--- src/rtl/vanilla_scoreboard_stall_profiler.sv ---
// Attributes counted ID-stage stall cycles to the blocking scoreboard category and tracks peak outstanding remote loads.
// Readout takes one cycle from acceptance to rd_v_o; the response holds until rd_yumi_i, and no request is accepted meanwhile.
package vanilla_sb_profiler_pkg;

  typedef struct packed {
    logic idiv;
    logic remote_dram_load;
    logic remote_dram_amo;
    logic remote_dmem_overflow_load;
    logic remote_global_load;
    logic remote_group_load;
    logic remote_group_amo;
  } vanilla_isb_info_s;

  typedef struct packed {
    logic fdiv_fsqrt;
    logic remote_dram_load;
    logic remote_global_load;
    logic remote_group_load;
    logic remote_dmem_overflow_load;
  } vanilla_fsb_info_s;

endpackage

module vanilla_scoreboard_stall_profiler
  import vanilla_sb_profiler_pkg::*;
#(
  parameter int counter_width_p  = 32,
  parameter int reg_els_p        = 32,
  parameter int reg_addr_width_p = 5
) (
  input  logic                                 clk_i,
  input  logic                                 reset_i,
  input  logic                                 en_i,
  input  logic                                 clear_i,
  input  logic                                 stall_id,
  input  logic                                 stall_all,
  input  logic                                 flush,
  input  vanilla_isb_info_s [reg_els_p-1:0]    int_sb_i,
  input  vanilla_fsb_info_s [reg_els_p-1:0]    float_sb_i,
  input  logic [reg_addr_width_p-1:0]          rs1_i,
  input  logic [reg_addr_width_p-1:0]          rs2_i,
  input  logic                                 rs1_en_i,
  input  logic                                 rs2_en_i,
  input  logic [reg_addr_width_p-1:0]          frs1_i,
  input  logic [reg_addr_width_p-1:0]          frs2_i,
  input  logic [reg_addr_width_p-1:0]          frs3_i,
  input  logic                                 frs1_en_i,
  input  logic                                 frs2_en_i,
  input  logic                                 frs3_en_i,
  input  logic                                 rd_v_i,
  input  logic [3:0]                           rd_idx_i,
  output logic                                 rd_ready_o,
  output logic                                 rd_v_o,
  output logic [counter_width_p-1:0]           rd_data_o,
  input  logic                                 rd_yumi_i
);

  localparam int num_entries_lp     = 15;
  localparam int num_cats_lp        = 12;
  localparam int other_idx_lp       = 12;
  localparam int int_peak_idx_lp    = 13;
  localparam int float_peak_idx_lp  = 14;

  typedef enum logic {IDLE, RESP} rd_state_e;

  // Bit 0 is idiv so the category numbering matches the int half of the hit vector.
  function automatic logic [6:0] isb_bits(input vanilla_isb_info_s s);
    return {s.remote_group_amo, s.remote_group_load, s.remote_global_load,
            s.remote_dmem_overflow_load, s.remote_dram_amo, s.remote_dram_load, s.idiv};
  endfunction

  function automatic logic [4:0] fsb_bits(input vanilla_fsb_info_s s);
    return {s.remote_dmem_overflow_load, s.remote_group_load, s.remote_global_load,
            s.remote_dram_load, s.fdiv_fsqrt};
  endfunction

  function automatic logic isb_remote(input vanilla_isb_info_s s);
    return s.remote_dram_load | s.remote_dram_amo | s.remote_dmem_overflow_load |
           s.remote_global_load | s.remote_group_load | s.remote_group_amo;
  endfunction

  function automatic logic fsb_remote(input vanilla_fsb_info_s s);
    return s.remote_dram_load | s.remote_global_load | s.remote_group_load |
           s.remote_dmem_overflow_load;
  endfunction

  logic [counter_width_p-1:0] entries_q [num_entries_lp];
  logic [counter_width_p-1:0] entries_d [num_entries_lp];
  logic [num_cats_lp-1:0]     hit;
  logic [3:0]                 sel;
  logic                       count_en;
  logic [counter_width_p-1:0] int_out;
  logic [counter_width_p-1:0] float_out;
  logic [counter_width_p-1:0] rd_sel;
  logic [counter_width_p-1:0] data_q, data_d;
  rd_state_e                  state_q, state_d;

  assign count_en = en_i & stall_id & ~stall_all & ~flush;

  // x0 is hardwired so its scoreboard entry is ignored; f0 is a real register.
  always_comb begin
    hit = '0;
    if (rs1_en_i && (rs1_i != '0)) hit[6:0] = hit[6:0] | isb_bits(int_sb_i[rs1_i]);
    if (rs2_en_i && (rs2_i != '0)) hit[6:0] = hit[6:0] | isb_bits(int_sb_i[rs2_i]);
    if (frs1_en_i) hit[11:7] = hit[11:7] | fsb_bits(float_sb_i[frs1_i]);
    if (frs2_en_i) hit[11:7] = hit[11:7] | fsb_bits(float_sb_i[frs2_i]);
    if (frs3_en_i) hit[11:7] = hit[11:7] | fsb_bits(float_sb_i[frs3_i]);
  end

  always_comb begin
    sel = 4'(other_idx_lp);
    for (int i = num_cats_lp - 1; i >= 0; i--) begin
      if (hit[i]) sel = 4'(i);
    end
  end

  always_comb begin
    int_out   = '0;
    float_out = '0;
    for (int r = 1; r < reg_els_p; r++) begin
      int_out = int_out + counter_width_p'(isb_remote(int_sb_i[r]));
    end
    for (int r = 0; r < reg_els_p; r++) begin
      float_out = float_out + counter_width_p'(fsb_remote(float_sb_i[r]));
    end
  end

  always_comb begin
    for (int i = 0; i < num_entries_lp; i++) entries_d[i] = entries_q[i];
    if (count_en && (entries_q[sel] != '1)) entries_d[sel] = entries_q[sel] + 1'b1;
    if (en_i) begin
      if (int_out > entries_q[int_peak_idx_lp])     entries_d[int_peak_idx_lp]   = int_out;
      if (float_out > entries_q[float_peak_idx_lp]) entries_d[float_peak_idx_lp] = float_out;
    end
    if (clear_i) begin
      for (int i = 0; i < num_entries_lp; i++) entries_d[i] = '0;
    end
  end

  always_ff @(posedge clk_i or posedge reset_i) begin
    if (reset_i) begin
      for (int i = 0; i < num_entries_lp; i++) entries_q[i] <= '0;
    end else begin
      for (int i = 0; i < num_entries_lp; i++) entries_q[i] <= entries_d[i];
    end
  end

  // Unmapped indices read as zero.
  always_comb begin
    rd_sel = '0;
    for (int i = 0; i < num_entries_lp; i++) begin
      if (rd_idx_i == 4'(i)) rd_sel = entries_q[i];
    end
  end

  always_comb begin
    state_d    = state_q;
    data_d     = data_q;
    rd_ready_o = 1'b0;
    rd_v_o     = 1'b0;
    case (state_q)
      IDLE: begin
        rd_ready_o = 1'b1;
        if (rd_v_i) begin
          data_d  = rd_sel;
          state_d = RESP;
        end
      end
      RESP: begin
        rd_v_o = 1'b1;
        if (rd_yumi_i) state_d = IDLE;
      end
      default: state_d = IDLE;
    endcase
  end

  always_ff @(posedge clk_i or posedge reset_i) begin
    if (reset_i) begin
      state_q <= IDLE;
      data_q  <= '0;
    end else begin
      state_q <= state_d;
      data_q  <= data_d;
    end
  end

  assign rd_data_o = data_q;

endmodule
--- config.mk ---
export PLATFORM = sky130hd
export DESIGN_NAME = vanilla_scoreboard_stall_profiler
export DESIGN_NICKNAME = d
export VERILOG_FILES = /design/src/rtl/vanilla_scoreboard_stall_profiler.sv
export SDC_FILE = /design/constraint.sdc
export NUM_CORES = 2
export LEC_CHECK = 0
export BUFFER_PORTS_ARGS = -buffer_cell sky130_fd_sc_hd__buf_2
export CORE_UTILIZATION = 30
export CTS_CLUSTER_SIZE = 24
export DETAILED_ROUTE_END_ITERATION = 6
export SLEW_MARGIN = 10
export SYNTH_ARGS = -nofsm -noshare
export SYNTH_HDL_FRONTEND = slang
export SYNTH_SLANG_ARGS = --single-unit
--- constraint.sdc ---
create_clock -name clk_i -period 20.6 [get_ports clk_i]
set_input_delay 4.12 -clock clk_i [delete_from_list [all_inputs] [get_ports clk_i]]
set_output_delay 4.12 -clock clk_i [all_outputs]
set_load 0.005 [all_outputs]
==> flow_metrics.py <==
metrics = {
    "run_status": {
        "run_status": "finished, final reports clean",
    },
    "routing": {
        "drtPass1Iterations": 6,
        "detail_route.iter0.violations": 5748,
        "routed_wirelength_um": 189600,
        "detail_route.vias_per_cell": 6.699,
        "num_vias": 36730,
        "post-route-drc-count": 0,
        "drtAntennaViolNets": 0,
        "routedWlPerCell_um": 34.59,
    },
    "layout": {
        "instances_no_fill": 5483,
        "fillCellCount": 12300,
        "post-route-util": 0.3503,
        "register_area_um2": 12840,
        "area_growth_syn_to_layout_pct": 15.61,
        "area_of_the_multi_input_gates_um2": 22260,
        "proportion_of_layout_cells_with_a_drive_suffix_above_1": 0.2694,
        "finish.net_count": 4284,
        "final_cell_mix": "513 x sky130_fd_sc_hd__dfrtp_1, 458 x sky130_fd_sc_hd__buf_2, 396 x sky130_fd_sc_hd__a22o_1, 218 x sky130_fd_sc_hd__mux4_2, 193 x sky130_fd_sc_hd__nand2_1",
        "layout_commonest_cell": "sky130_fd_sc_hd__dfrtp_1",
    },
    "placement": {
        "port_buffers": 460,
        "placedCellCount": 5350,
        "place.gp.congestion": 1.090,
        "dp_hpwl_um": 134200,
    },
    "setup_path": {
        "worstSetupStartpointType": "primary input",
        "worst_path_dominant_cell_family": "compound AO/OA/AOI/OAI gates",
        "endpoint_kind": "flop",
        "critical_path_arrival_ps": 13610,
        "critPathRequiredTime_ps": 21160,
        "crit_fanout": 32,
        "path_common_cell": "sky130_fd_sc_hd__buf_4",
        "critical_path_s_largest_stage_delay_ps": 950,
        "crit_buf_inv": 7,
        "timing.critical_path.slowest_stage_cell": "sky130_fd_sc_hd__or4_1",
        "critPathKind": "in2reg",
        "crit_chain": "buf_4 > buf_4 > mux4_2 > a22oi_1 > a21oi_1 > o21ai_0 > nand2_1 > nor4_1 > o21a_1 > buf_4 > nor2_4 > buf_4 > o21a_1 > a2111o_1 > inv_1 > ha_1 > inv_1 > nor3b_2 > nand4_1 > or4_1 > a21oi_4 > buf_4 > a22o_1",
    },
    "power_and_ir_drop": {
        "vdd_drop_max_mv": 0.06293,
        "pwr_density_cell_nw_per_um2": 73.93,
        "pnr_total_power_mw": 3.156,
        "power_leakage_nw": 18.08,
    },
    "clock_network": {
        "postCtsSetupRepairBufs": 0,
        "tritoncts": "yes",
        "cts_buffer_depth": 3,
        "cts_hold_buf": 0,
        "worst_skew_pair.late_latency_ps": 650,
        "post_cts_resize_count": 0,
        "cts.clk_slew.worst_paths_ps": 60,
        "h_tree_levels": 2,
        "ctsRootBufferMaster": "sky130_fd_sc_hd__clkbuf_16",
        "clkSinkCount": 513,
        "cts_made_buffers": 56,
    },
    "timing": {
        "timing.final.hold_violations": 0,
        "timing.final.crit_period_ps": 13040,
        "timing.max_slew.rel_slack": 0.1144,
        "achievable-frequency_ghz": 0.07666,
        "timing_worst_slew_pin_value_ps": 1324,
        "finalSetupTns_ps": 0,
        "setup_viol": 0,
        "worst_clock_skew_ps": 25.49,
        "final_cycle_utilization_of_the_critical_path": 0.6332,
        "timing.final.max_slew_violations": 0,
        "grt_setup_unrepaired": "false",
    },
    "global_route": {
        "grt_pass1_vias": 35580,
        "total_global_route_track_usage": 0.2953,
        "globalRoute.totalOverflow": 0,
        "grt_start_max_net_pins": 162,
        "antenna_found_initial": 37,
        "wire_length_of_the_first_global_routing_pass_um": 270900,
    },
    "die": {
        "design.core.area_um2": 121900,
        "initial_core_utilization": 0.3030,
        "die_x_um": 352.9,
        "dieArea_um2": 124500,
        "ios": 461,
        "chipHeight_um": 352.9,
        "core.rowCount": 128,
    },
    "synth": {
        "largest_cells_by_area_after_synthesis": "sky130_fd_sc_hd__dfrtp_1 35%, sky130_fd_sc_hd__mux4_2 13%, sky130_fd_sc_hd__a22o_1 9.4%, sky130_fd_sc_hd__mux2i_1 3.8%, sky130_fd_sc_hd__a22oi_1 2.6%",
        "mappedNetlistArea_um2": 36930,
        "yosys_register_bits": 513,
        "ys.warnings.count": 0,
        "syn-mean-instance-area_um2": 10.60,
        "syn-instance-count": 3483,
        "synth_fp_nets": 3984,
        "synth-seq-area-share": 0.3476,
        "portion_of_synthesized_cell_area_occupied_by_the_leading_cell_type": 0.3476,
        "asyncSetResetFlopFracSynth": 1.000,
        "synth_cell_types": 101,
        "synth_enable_flop_cells": 0,
        "synth.largest_area_cell": "sky130_fd_sc_hd__dfrtp_1",
        "synthFlopType": "sky130_fd_sc_hd__dfrtp_1",
    },
    "flow_run": {
        "drv_cap": 0,
    },
    "min_path": {
        "hp-class": "reg2reg",
    },
}
[per-layer routing]
metal | GRT usage | routed length, µm
met5 | 0 | 101
met4 | 0.1428 | 10780
met3 | 0.09313 | 25220
met2 | 0.4290 | 80630
met1 | 0.3958 | 72900
[path summary, 6_finish.rpt]
kind / from / endpoint / slack, ps / depth (start not counted)
setup / recovery: rs1_i[0] / entries_q[389] / 7560 / 23
hold / removal: rd_data_o[14] / rd_data_o[14] / 470 / 2
setup reg to reg: entries_q[277] / entries_q[389] / 15550 / 11
hold reg to reg: rd_data_o[14] / rd_data_o[14] / 470 / 2
max in group asynchronous: reset_i / entries_q[66] / 14410 / 4
min in group asynchronous: reset_i / rd_data_o[30] / 3680 / 2
[synthesized netlist by cell type, drive strengths merged, types with 27 or more instances]
cell type and number:
dfrtp 513, a22o 396, mux4 218, nand2 194, buf 191, o21ai 148
nor2 145, clkbuf 144, mux2i 141, a22oi 128, a21oi 103, inv 102
nand3 81, nor4 72, o22ai 71, and3 62, nor3 60, mux2 56
a211oi 48, fa 47, a221oi 44, a31oi 41, nor2b 38, or4 36
nand4 33, a221o 30, ha 27
[flip-flops by register name (all words and copies together) (netlist names)]
| register | count |
|---|---|
| entries_q | 480 |
| state_q | 1 |
| rd_data_o | 32 |
[final cells by class]
cell class	count	share of cell area
Antenna cell	31	0.001817
Clock buffer	83	0.03827
Inverter	103	0.009231
Tap cell	1625	0.04762
Sequential cell	513	0.3007
Timing Repair Buffer	577	0.07491
Clock inverter	19	0.006066
Multi-Input combinational cell	2532	0.5214
[power by group]
part	leakage, nW	internal (mW)	switching (mW)
Clock	0.933	0.622	0.445
Combinational	9.99	0.331	0.726
Sequential	7.15	1.02	0.0133
Total	18.1	1.97	1.18
[tightest hold or removal path: cells and delay by family, from the launching register on]
| family | cells | cell delay, ps |
|---|---|---|
| AO/OA/AOI/OAI | 1 | 50 |
| flip-flops | 1 | 340 |
| AND/OR/NAND/NOR | 1 | 40 |
[cell families after synthesis]
family          count (synthesis)  share of synthesized area
compound gates               1178                     0.2426
flops                         513                     0.3476
mux                           415                     0.1882
xor+xnor                       32                   0.007589
fa+ha+maj                      74                    0.03463
simple gates                  833                     0.1224
buf+inv                       438                    0.05692
[stage by stage]
step | area, µm² | setup slack [ps] | hold WS [ps]
finish | 42690 | 7556 | 469.0
global route | 42680 | 7416 | 489.9
CTS | 42600 | 7922 | 475.3
detailed placement | 40710 | 7280 | 460.9
global placement | 40710 | 7369 | 459.7
floorplan | 36930 | 2152 | 464.5
No activity file was read; power rests on OpenSTA's default activity.
